===== src/rtl/ccg_equiv_sequencer.sv =====
// Stimulus-and-compare sequencer for A/B equivalence runs of 25-in/22-out netlists.
// Optional side-A MISR signature: define CCG_SEQ_MISR_EN.
module ccg_equiv_sequencer #(
  parameter int unsigned      IN_W      = 25,
  parameter int unsigned      OUT_W     = 22,
  parameter int unsigned      CNT_W     = 16,
  parameter int unsigned      SETTLE    = 1,
  parameter logic [IN_W-1:0]  LFSR_TAPS = 25'h1200000,
  parameter logic [OUT_W-1:0] MISR_TAPS = 22'h300000
) (
  input  logic             clk,
  input  logic             rst_n,
  input  logic             start,
  input  logic             abort,
  input  logic [IN_W-1:0]  seed,
  input  logic [CNT_W-1:0] num_vec,
  output logic [IN_W-1:0]  dut_x,
  input  logic [OUT_W-1:0] dut_f_a,
  input  logic [OUT_W-1:0] dut_f_b,
  output logic             busy,
  output logic             done,
  output logic             fail,
  output logic [CNT_W-1:0] mismatch_cnt,
  output logic [CNT_W-1:0] first_fail_idx,
  output logic [IN_W-1:0]  first_fail_vec,
  output logic [OUT_W-1:0] signature
);

  localparam int unsigned SET_W = (SETTLE > 1) ? $clog2(SETTLE + 1) : 1;

  typedef enum logic [1:0] {
    S_IDLE    = 2'd0,
    S_SETTLE  = 2'd1,
    S_CAPTURE = 2'd2,
    S_DONE    = 2'd3
  } state_e;

  state_e           state_q, state_d;
  logic [IN_W-1:0]  x_d;
  logic [SET_W-1:0] set_q, set_d;
  logic [CNT_W-1:0] idx_q, idx_d;
  logic [CNT_W-1:0] nvec_q, nvec_d;
  logic             busy_d, done_d, fail_d;
  logic [CNT_W-1:0] mcnt_d, ffi_d;
  logic [IN_W-1:0]  ffv_d;
  logic [OUT_W-1:0] sig_q, sig_d;
  logic             mis_c;

  assign mis_c = (dut_f_a != dut_f_b);

  // State register and all registered outputs.
  always_ff @(posedge clk or negedge rst_n) begin
    if (!rst_n) begin
      state_q        <= S_IDLE;
      dut_x          <= '0;
      set_q          <= '0;
      idx_q          <= '0;
      nvec_q         <= '0;
      busy           <= 1'b0;
      done           <= 1'b0;
      fail           <= 1'b0;
      mismatch_cnt   <= '0;
      first_fail_idx <= '0;
      first_fail_vec <= '0;
      sig_q          <= '0;
    end else begin
      state_q        <= state_d;
      dut_x          <= x_d;
      set_q          <= set_d;
      idx_q          <= idx_d;
      nvec_q         <= nvec_d;
      busy           <= busy_d;
      done           <= done_d;
      fail           <= fail_d;
      mismatch_cnt   <= mcnt_d;
      first_fail_idx <= ffi_d;
      first_fail_vec <= ffv_d;
      sig_q          <= sig_d;
    end
  end

  // Next-state and datapath updates; abort overrides every state.
  always_comb begin
    state_d = state_q;
    x_d     = dut_x;
    set_d   = set_q;
    idx_d   = idx_q;
    nvec_d  = nvec_q;
    busy_d  = busy;
    done_d  = 1'b0;
    fail_d  = fail;
    mcnt_d  = mismatch_cnt;
    ffi_d   = first_fail_idx;
    ffv_d   = first_fail_vec;
    sig_d   = sig_q;

    if (abort) begin
      state_d = S_IDLE;
      busy_d  = 1'b0;
    end else begin
      case (state_q)
        S_IDLE: begin
          if (start) begin
            x_d    = (seed == '0) ? IN_W'(1) : seed;
            nvec_d = num_vec;
            idx_d  = '0;
            fail_d = 1'b0;
            mcnt_d = '0;
            ffi_d  = '0;
            ffv_d  = '0;
            sig_d  = '0;
            set_d  = SET_W'(SETTLE);
            busy_d = 1'b1;
            if (num_vec == '0)   state_d = S_DONE;
            else if (SETTLE == 0) state_d = S_CAPTURE;
            else                  state_d = S_SETTLE;
          end
        end

        S_SETTLE: begin
          set_d = set_q - SET_W'(1);
          if (set_q <= SET_W'(1)) state_d = S_CAPTURE;
        end

        S_CAPTURE: begin
          if (mis_c) begin
            if (mismatch_cnt != '1) mcnt_d = mismatch_cnt + CNT_W'(1);
            fail_d = 1'b1;
            if (!fail) begin
              ffi_d = idx_q;
              ffv_d = dut_x;
            end
          end
          sig_d = {sig_q[OUT_W-2:0], ^(sig_q & MISR_TAPS)} ^ dut_f_a;
          idx_d = idx_q + CNT_W'(1);
          if (idx_d == nvec_q) begin
            state_d = S_DONE;
            busy_d  = 1'b0;
            done_d  = 1'b1;
          end else begin
            x_d     = {dut_x[IN_W-2:0], ^(dut_x & LFSR_TAPS)};
            set_d   = SET_W'(SETTLE);
            state_d = (SETTLE == 0) ? S_CAPTURE : S_SETTLE;
          end
        end

        S_DONE: begin
          // An empty run enters DONE still busy; it pulses done one cycle later.
          if (!done) begin
            done_d = 1'b1;
            busy_d = 1'b0;
          end else begin
            state_d = S_IDLE;
          end
        end

        default: state_d = S_IDLE;
      endcase
    end
  end

`ifdef CCG_SEQ_MISR_EN
  assign signature = sig_q;
`else
  // Constant zero; the signature register is left without a load.
  assign signature = MISR_TAPS & ~MISR_TAPS;
`endif

endmodule

===== config.mk =====
export PLATFORM = sky130hd
export DESIGN_NAME = ccg_equiv_sequencer
export DESIGN_NICKNAME = d
export VERILOG_FILES = /design/src/rtl/ccg_equiv_sequencer.sv
export SDC_FILE = /design/constraint.sdc
export NUM_CORES = 1
export LEC_CHECK = 0
export CORE_ASPECT_RATIO = 1.75
export CORE_MARGIN = 1
export CORE_UTILIZATION = 55
export DETAILED_ROUTE_END_ITERATION = 7
export DONT_BUFFER_PORTS = 1
export PLACE_DENSITY = 0.78
export SLEW_MARGIN = 20
export SYNTH_ARGS = -nofsm -noshare
export SYNTH_HDL_FRONTEND = slang
export SYNTH_SLANG_ARGS = --single-unit

===== constraint.sdc =====
create_clock -name clk -period 5.33 [get_ports clk]
set_input_delay 0.2665 -clock clk [delete_from_list [all_inputs] [get_ports clk]]
set_output_delay 0.2665 -clock clk [all_outputs]
set_load 0.05 [all_outputs]

# Word-level counts from Yosys, hierarchy flattened
# Index checks and enable logic that the tools add are counted.
# word_totals
regBits	120
inputBits	89
out_inout_bits	107
# op_classes
n_eq_ne	16
n_reduce_logical	16
n_addsub	3
order_cmp	1
n_mux	37
bitwise_logic	1
# ops
operator	count
2-to-1 mux 25 bit	6
one-hot mux 25 bit (2 select lines)	2
one-hot mux 16 bit (2 select lines)	3
2-to-1 mux 16 bit	5
adder 16 x 1 -> 16 bit, second input constant	2
zero test 25 bit	1
XOR reduction 25 bit	1
inequality test 22 bit	1
equality test 16 bit	1
zero test 16 bit	1
inequality test 16 bit, second input constant	1
AND reduction 4 bit	4
inequality test 3 bit, second input constant	5
2-to-1 mux 2 bit	6
2-to-1 mux 1 bit	10
inequality test 2 bit, second input constant	5
AND reduction 5 bit	2
AND reduction 3 bit	3
one-hot mux 2 bit (4 select lines)	1
one-hot mux 1 bit (3 select lines)	2
equality test 2 bit, second input constant	2
one-hot mux 1 bit (2 select lines)	2
nonzero test 4 bit	1
nonzero test 3 bit	1
other kinds (6)	6

# Logic depth before layout (Yosys ltp)
# logic_depth
word_depth	5
depth_mapped	11
ltp_nobuf	8

# Least setup slack after synthesis
# Ideal clock, no wire load.
# synth_timing
path_type	register to register
start	register mismatch_cnt[0]
end	register mismatch_cnt[11]
n_path_buf	2
period_less_slack_ns	2.701
setup_ns	0.078
t_arrival_ns	2.623
slack_ns	2.629
path_stages_with_launch	11
cell_sequence	dfrtp_1 ha_1 and3_1 and3_1 and4_1 or3b_1 buf_2 nand2_1 clkbuf_1 or4_1 a21oi_1
# synth_between
elab_chain_cells	4
# synth_lines
item	line	text
start: declaration	23	output logic [CNT_W-1:0] mismatch_cnt,
start signal: assignment	75	mismatch_cnt <= mcnt_d;
adder 16 x 1 -> 16 bit	127	if (mismatch_cnt != '1) mcnt_d = mismatch_cnt + CNT_W'(1);
2-to-1 mux 16 bit	127	
2-to-1 mux 16 bit	126	if (mis_c) begin
one-hot mux 16 bit (2 select lines)	101	case (state_q)
# Several ways; a longest one is shown, not always the timed one. The select of a mux whose other input is x is not followed.
# A chain may end at the register's enable or synchronous reset.

# Worst setup path after layout
# Ends and elaborated chain as after synthesis.

==> report_table.html <==
<table>
<tr><th>Metric</th><th>Value</th></tr>
<tr><th colspan="2">Status</th></tr>
<tr><td>Outcome</td><td>complete, but fails checks</td></tr>
<tr><td>Violated checks</td><td>design-rule violations</td></tr>
<tr><th colspan="2">Synth</th></tr>
<tr><td>Most frequently used flop master after synthesis</td><td>dfrtp_1</td></tr>
<tr><td>Yosys warning total</td><td>0</td></tr>
<tr><td>Synthesized-area fraction occupied by ao, oa, aoi and oai cells</td><td>0.169</td></tr>
<tr><td>Netlist cell types</td><td>57</td></tr>
<tr><td>Sequential element share of the synthesized area</td><td>0.454</td></tr>
<tr><td>Share of flip-flops with an asynchronous set or reset after synthesis</td><td>1.00</td></tr>
<tr><td>Xor and xnor area share after synthesis</td><td>0.0587</td></tr>
<tr><td>Number of enable-type register cells in the synthesized netlist</td><td>0</td></tr>
<tr><td>Area share of and/or/nand/nor cells after synthesis</td><td>0.245</td></tr>
<tr><td>Area share of fa/ha/maj cells after synthesis</td><td>0.00381</td></tr>
<tr><td>Mean Syn Cell Area</td><td>8.74 µm²</td></tr>
<tr><td>Register bit count reported by yosys</td><td>119</td></tr>
<tr><td>Post-Syn Area</td><td>0.00656 mm²</td></tr>
<tr><td>Proportion of synthesized area in mux cells</td><td>0.00324</td></tr>
<tr><td>Gate Count Post-Synth</td><td>751</td></tr>
<tr><td>Combinational family with the most area after synthesis</td><td>simple AND/OR/NAND/NOR gates</td></tr>
<tr><th colspan="2">Global route</th></tr>
<tr><td>Number of antenna violations at the first check in global routing</td><td>0</td></tr>
<tr><td>Overall Global Routing Usage</td><td>0.280</td></tr>
<tr><td>Number of global-route vias before repair</td><td>5703</td></tr>
<tr><td>Maximum number of pins on one net before global-route repair</td><td>120</td></tr>
<tr><td>Wire length of the first global-routing pass</td><td>27500 µm</td></tr>
<tr><td>Met2 capacity usage during global routing</td><td>0.488</td></tr>
<tr><td>Fraction of met1 tracks used by global routing</td><td>0.319</td></tr>
<tr><td>Layer with the highest usage</td><td>met2</td></tr>
<tr><td>GR met3 Demand/Resource</td><td>0.0757</td></tr>
<tr><td>Total congestion overflow</td><td>0</td></tr>
<tr><th colspan="2">Route</th></tr>
<tr><td>Routed wirelength normalized by instance count</td><td>19.0 µm</td></tr>
<tr><td>DRT iter0 DRCs</td><td>437</td></tr>
<tr><td>DR vias/cell</td><td>6.41</td></tr>
<tr><td>Detailed Routing Iterations Pass 1</td><td>8</td></tr>
<tr><td>Residual DRC count</td><td>20</td></tr>
<tr><td>Detailed-route via count</td><td>5671</td></tr>
<tr><td>Final WL</td><td>16800 µm</td></tr>
<tr><td>Number of nets with antenna violations after routing</td><td>0</td></tr>
<tr><th colspan="2">Layout</th></tr>
<tr><td>Area Overhead vs Synth</td><td>11.0%</td></tr>
<tr><td>Multi-input gate area in the final layout</td><td>0.00325 mm²</td></tr>
<tr><td>Most frequent cells in the layout</td><td>nand2_1 (154), dfrtp_1 (119), o21ai_0 (53)</td></tr>
<tr><td>Count of inserted antenna diode cells</td><td>0</td></tr>
<tr><td>Post-route core utilization</td><td>0.629</td></tr>
<tr><td>Proportion of layout cells with a drive suffix above 1</td><td>0.0773</td></tr>
<tr><td># fillers</td><td>982</td></tr>
<tr><td>Nets</td><td>829</td></tr>
<tr><td>Most frequent standard cell in the layout excluding fill and tap cells</td><td>nand2_1</td></tr>
<tr><td>Cell Count, Final, Fillers Out</td><td>885</td></tr>
<tr><td>Area of all sequential standard cells</td><td>0.00298 mm²</td></tr>
<tr><th colspan="2">Placement</th></tr>
<tr><td>Placed Instances</td><td>835</td></tr>
<tr><td>Dpl hpwl</td><td>11500 µm</td></tr>
<tr><td>Count of input and output buffers</td><td>0</td></tr>
<tr><td>Weighted congestion at the end of routability-driven global placement</td><td>0.924</td></tr>
<tr><th colspan="2">Worst setup path</th></tr>
<tr><td>Required time of the critical path</td><td>5660 ps</td></tr>
<tr><td>Crit start category</td><td>flop</td></tr>
<tr><td>Arrival time at the worst endpoint</td><td>3470 ps</td></tr>
<tr><td>Setup Crit Path Kind</td><td>flop to flop</td></tr>
<tr><td>Endpoint kind of the worst setup timing path</td><td>flop</td></tr>
<tr><td>Maximum fanout along the worst path</td><td>21</td></tr>
<tr><th colspan="2">Power and ir drop</th></tr>
<tr><td>Static leakage power</td><td>3.09 nW</td></tr>
<tr><td>Power per cell area</td><td>384 mW/mm²</td></tr>
<tr><td>Largest vdd supply drop</td><td>0.231 mV</td></tr>
<tr><td>Design Power</td><td>2.80 mW</td></tr>
<tr><th colspan="2">Die</th></tr>
<tr><td>DIE WIDTH</td><td>84.6 µm</td></tr>
<tr><td>Effective utilization at floorplan</td><td>0.566</td></tr>
<tr><td>Number of placement rows</td><td>52</td></tr>
<tr><td>Y dimension of the die</td><td>146 µm</td></tr>
<tr><td>Die area</td><td>0.0124 mm²</td></tr>
<tr><td>Floorplan Core Area</td><td>0.0116 mm²</td></tr>
<tr><td># IOs</td><td>196</td></tr>
<tr><th colspan="2">Timing</th></tr>
<tr><td>Total negative slack</td><td>0 ps</td></tr>
<tr><td>Slew of the pin with the lowest slew margin</td><td>868 ps</td></tr>
<tr><td>F_max</td><td>318 MHz</td></tr>
<tr><td>Final hold violation count</td><td>0</td></tr>
<tr><td>Fin crit share</td><td>0.590</td></tr>
<tr><td>Count of final max-slew check failures</td><td>0</td></tr>
<tr><td>Worst slew margin</td><td>0.419</td></tr>
<tr><td>Fin crit period</td><td>3150 ps</td></tr>
<tr><td>Final-report setup violation count</td><td>0</td></tr>
<tr><td>Post-Route Skew</td><td>7.40 ps</td></tr>
<tr><td>RSZ-0062 raised after global routing</td><td>false</td></tr>
<tr><th colspan="2">Clock tree</th></tr>
<tr><td>Max Buffers Root-to-Sink</td><td>2</td></tr>
<tr><td># clock sinks</td><td>119</td></tr>
<tr><td>Clock latency reported for the late side of the worst-skew pair</td><td>410 ps</td></tr>
<tr><td>Reg clk slew, reported paths</td><td>60 ps</td></tr>
<tr><td>Count of hold buffers inserted by post-cts repair</td><td>19</td></tr>
<tr><td>Clk root buf</td><td>clkbuf_16</td></tr>
<tr><td>Number of clock buffers inserted by TritonCTS</td><td>17</td></tr>
<tr><td>H-tree depth reported by CTS</td><td>4</td></tr>
<tr><td># resized after CTS</td><td>0</td></tr>
<tr><td>Post-CTS setup-driven buffer insertion count</td><td>0</td></tr>
<tr><td>TritonCTS clock tree</td><td>yes</td></tr>
<tr><th colspan="2">Min path</th></tr>
<tr><td>Worst min path class</td><td>input pin to flop</td></tr>
<tr><th colspan="2">Job</th></tr>
<tr><td>Max-capacitance violation count</td><td>0</td></tr>
</table>
[registers in the layout, indices dropped and copies added (netlist names)]
register and flops:
dut_x 25, first_fail_vec 25, first_fail_idx 16, idx_q 16
mismatch_cnt 16, nvec_q 16, state_q 2, busy 1
done 1, fail 1
[Yosys cell counts, types with 3 or more instances]
cell	number	share of area
clkbuf_1	36	0.021
and3_1	32	0.031
o21ai_1	21	0.016
a22o_1	4	0.0053
xor2_1	14	0.019
nor4_1	12	0.011
nand3_1	15	0.011
nand2_1	155	0.089
nand4_1	44	0.042
a31oi_1	5	0.0048
nand2b_1	3	0.0029
o211ai_1	16	0.018
and4_1	4	0.0053
and2_1	3	0.0029
xnor2_1	30	0.040
o211ai_2	10	0.019
nor2b_1	5	0.0048
a21oi_1	38	0.029
o21ai_0	53	0.040
or4_1	7	0.0080
o31ai_1	12	0.014
buf_4	22	0.025
buf_2	19	0.014
inv_1	7	0.0040
nor3_1	6	0.0046
dfrtp_1	119	0.45
nor2_1	21	0.012
or3_1	3	0.0029
[worst max-delay path, stage by stage, from the launching register on]
cell	delay, ps
dfrtp_1	590
ha_1	340
and3_1	200
and3_1	230
and4_1	240
or3b_1	310
nand2_1	400
or4_1	590
a21oi_1	160
[where the power goes]
part | leakage, nW | switching (mW) | internal (mW)
Combinational | 1.21 | 0.206 | 0.128
Sequential | 1.59 | 0.314 | 0.987
Clock | 0.293 | 0.396 | 0.768
[cell families after synthesis]
family                   after synthesis
AO/OA/AOI/OAI                        176
AND/OR/NAND/NOR                      321
flip-flops                           119
XOR/XNOR                              44
multiplexers                           2
other                                  1
buffers and inverters                 86
adder cells (fa/ha/maj)                2
[worst paths after layout]
kind / startpoint / to / slack [ps] / cells past startpoint
worst min register to register: nvec_q[3] / nvec_q[3] / 500 / 2
worst min-delay path: seed[19] / dut_x[19] / 110 / 3
min in group asynchronous: rst_n / first_fail_vec[8] / 450 / 2
max in group asynchronous: rst_n / first_fail_vec[16] / 4390 / 2
worst max register to register: mismatch_cnt[0] / mismatch_cnt[11] / 2180 / 8
worst max-delay path: mismatch_cnt[0] / mismatch_cnt[11] / 2180 / 8
[layer usage]
metal,wire (µm),share of wire,vias up
met2,8950,0.53,303
met4,436,0.026,0
li1,-,-,2603
met3,1400,0.083,45
met5,0,0,-
met1,6020,0.36,2720
[through the flow]
| stage | hold slack, ps | worst slack, ps | instance area [µm²] |
|---|---|---|---|
| final | 105 | 2180 | 7280 |
| after CTS | 89.9 | 2230 | 7280 |
| after detailed placement | -26.2 | 2280 | 6470 |
| after floorplan | -29.1 | 2630 | 6640 |
| after global routing | 104 | 1990 | 7280 |
| after global placement | -25.4 | 2380 | 6470 |
[area by class of cell]
cell class | count | area share
clock inverter | 8 | 0.0167
tap | 135 | 0.0232
sequential | 119 | 0.409
timing repair buffer | 26 | 0.0358
clock buffer | 23 | 0.0657
multi-input combinational | 567 | 0.446
inverter | 7 | 0.00361
Note: power is estimated with default switching activity, not from simulation.
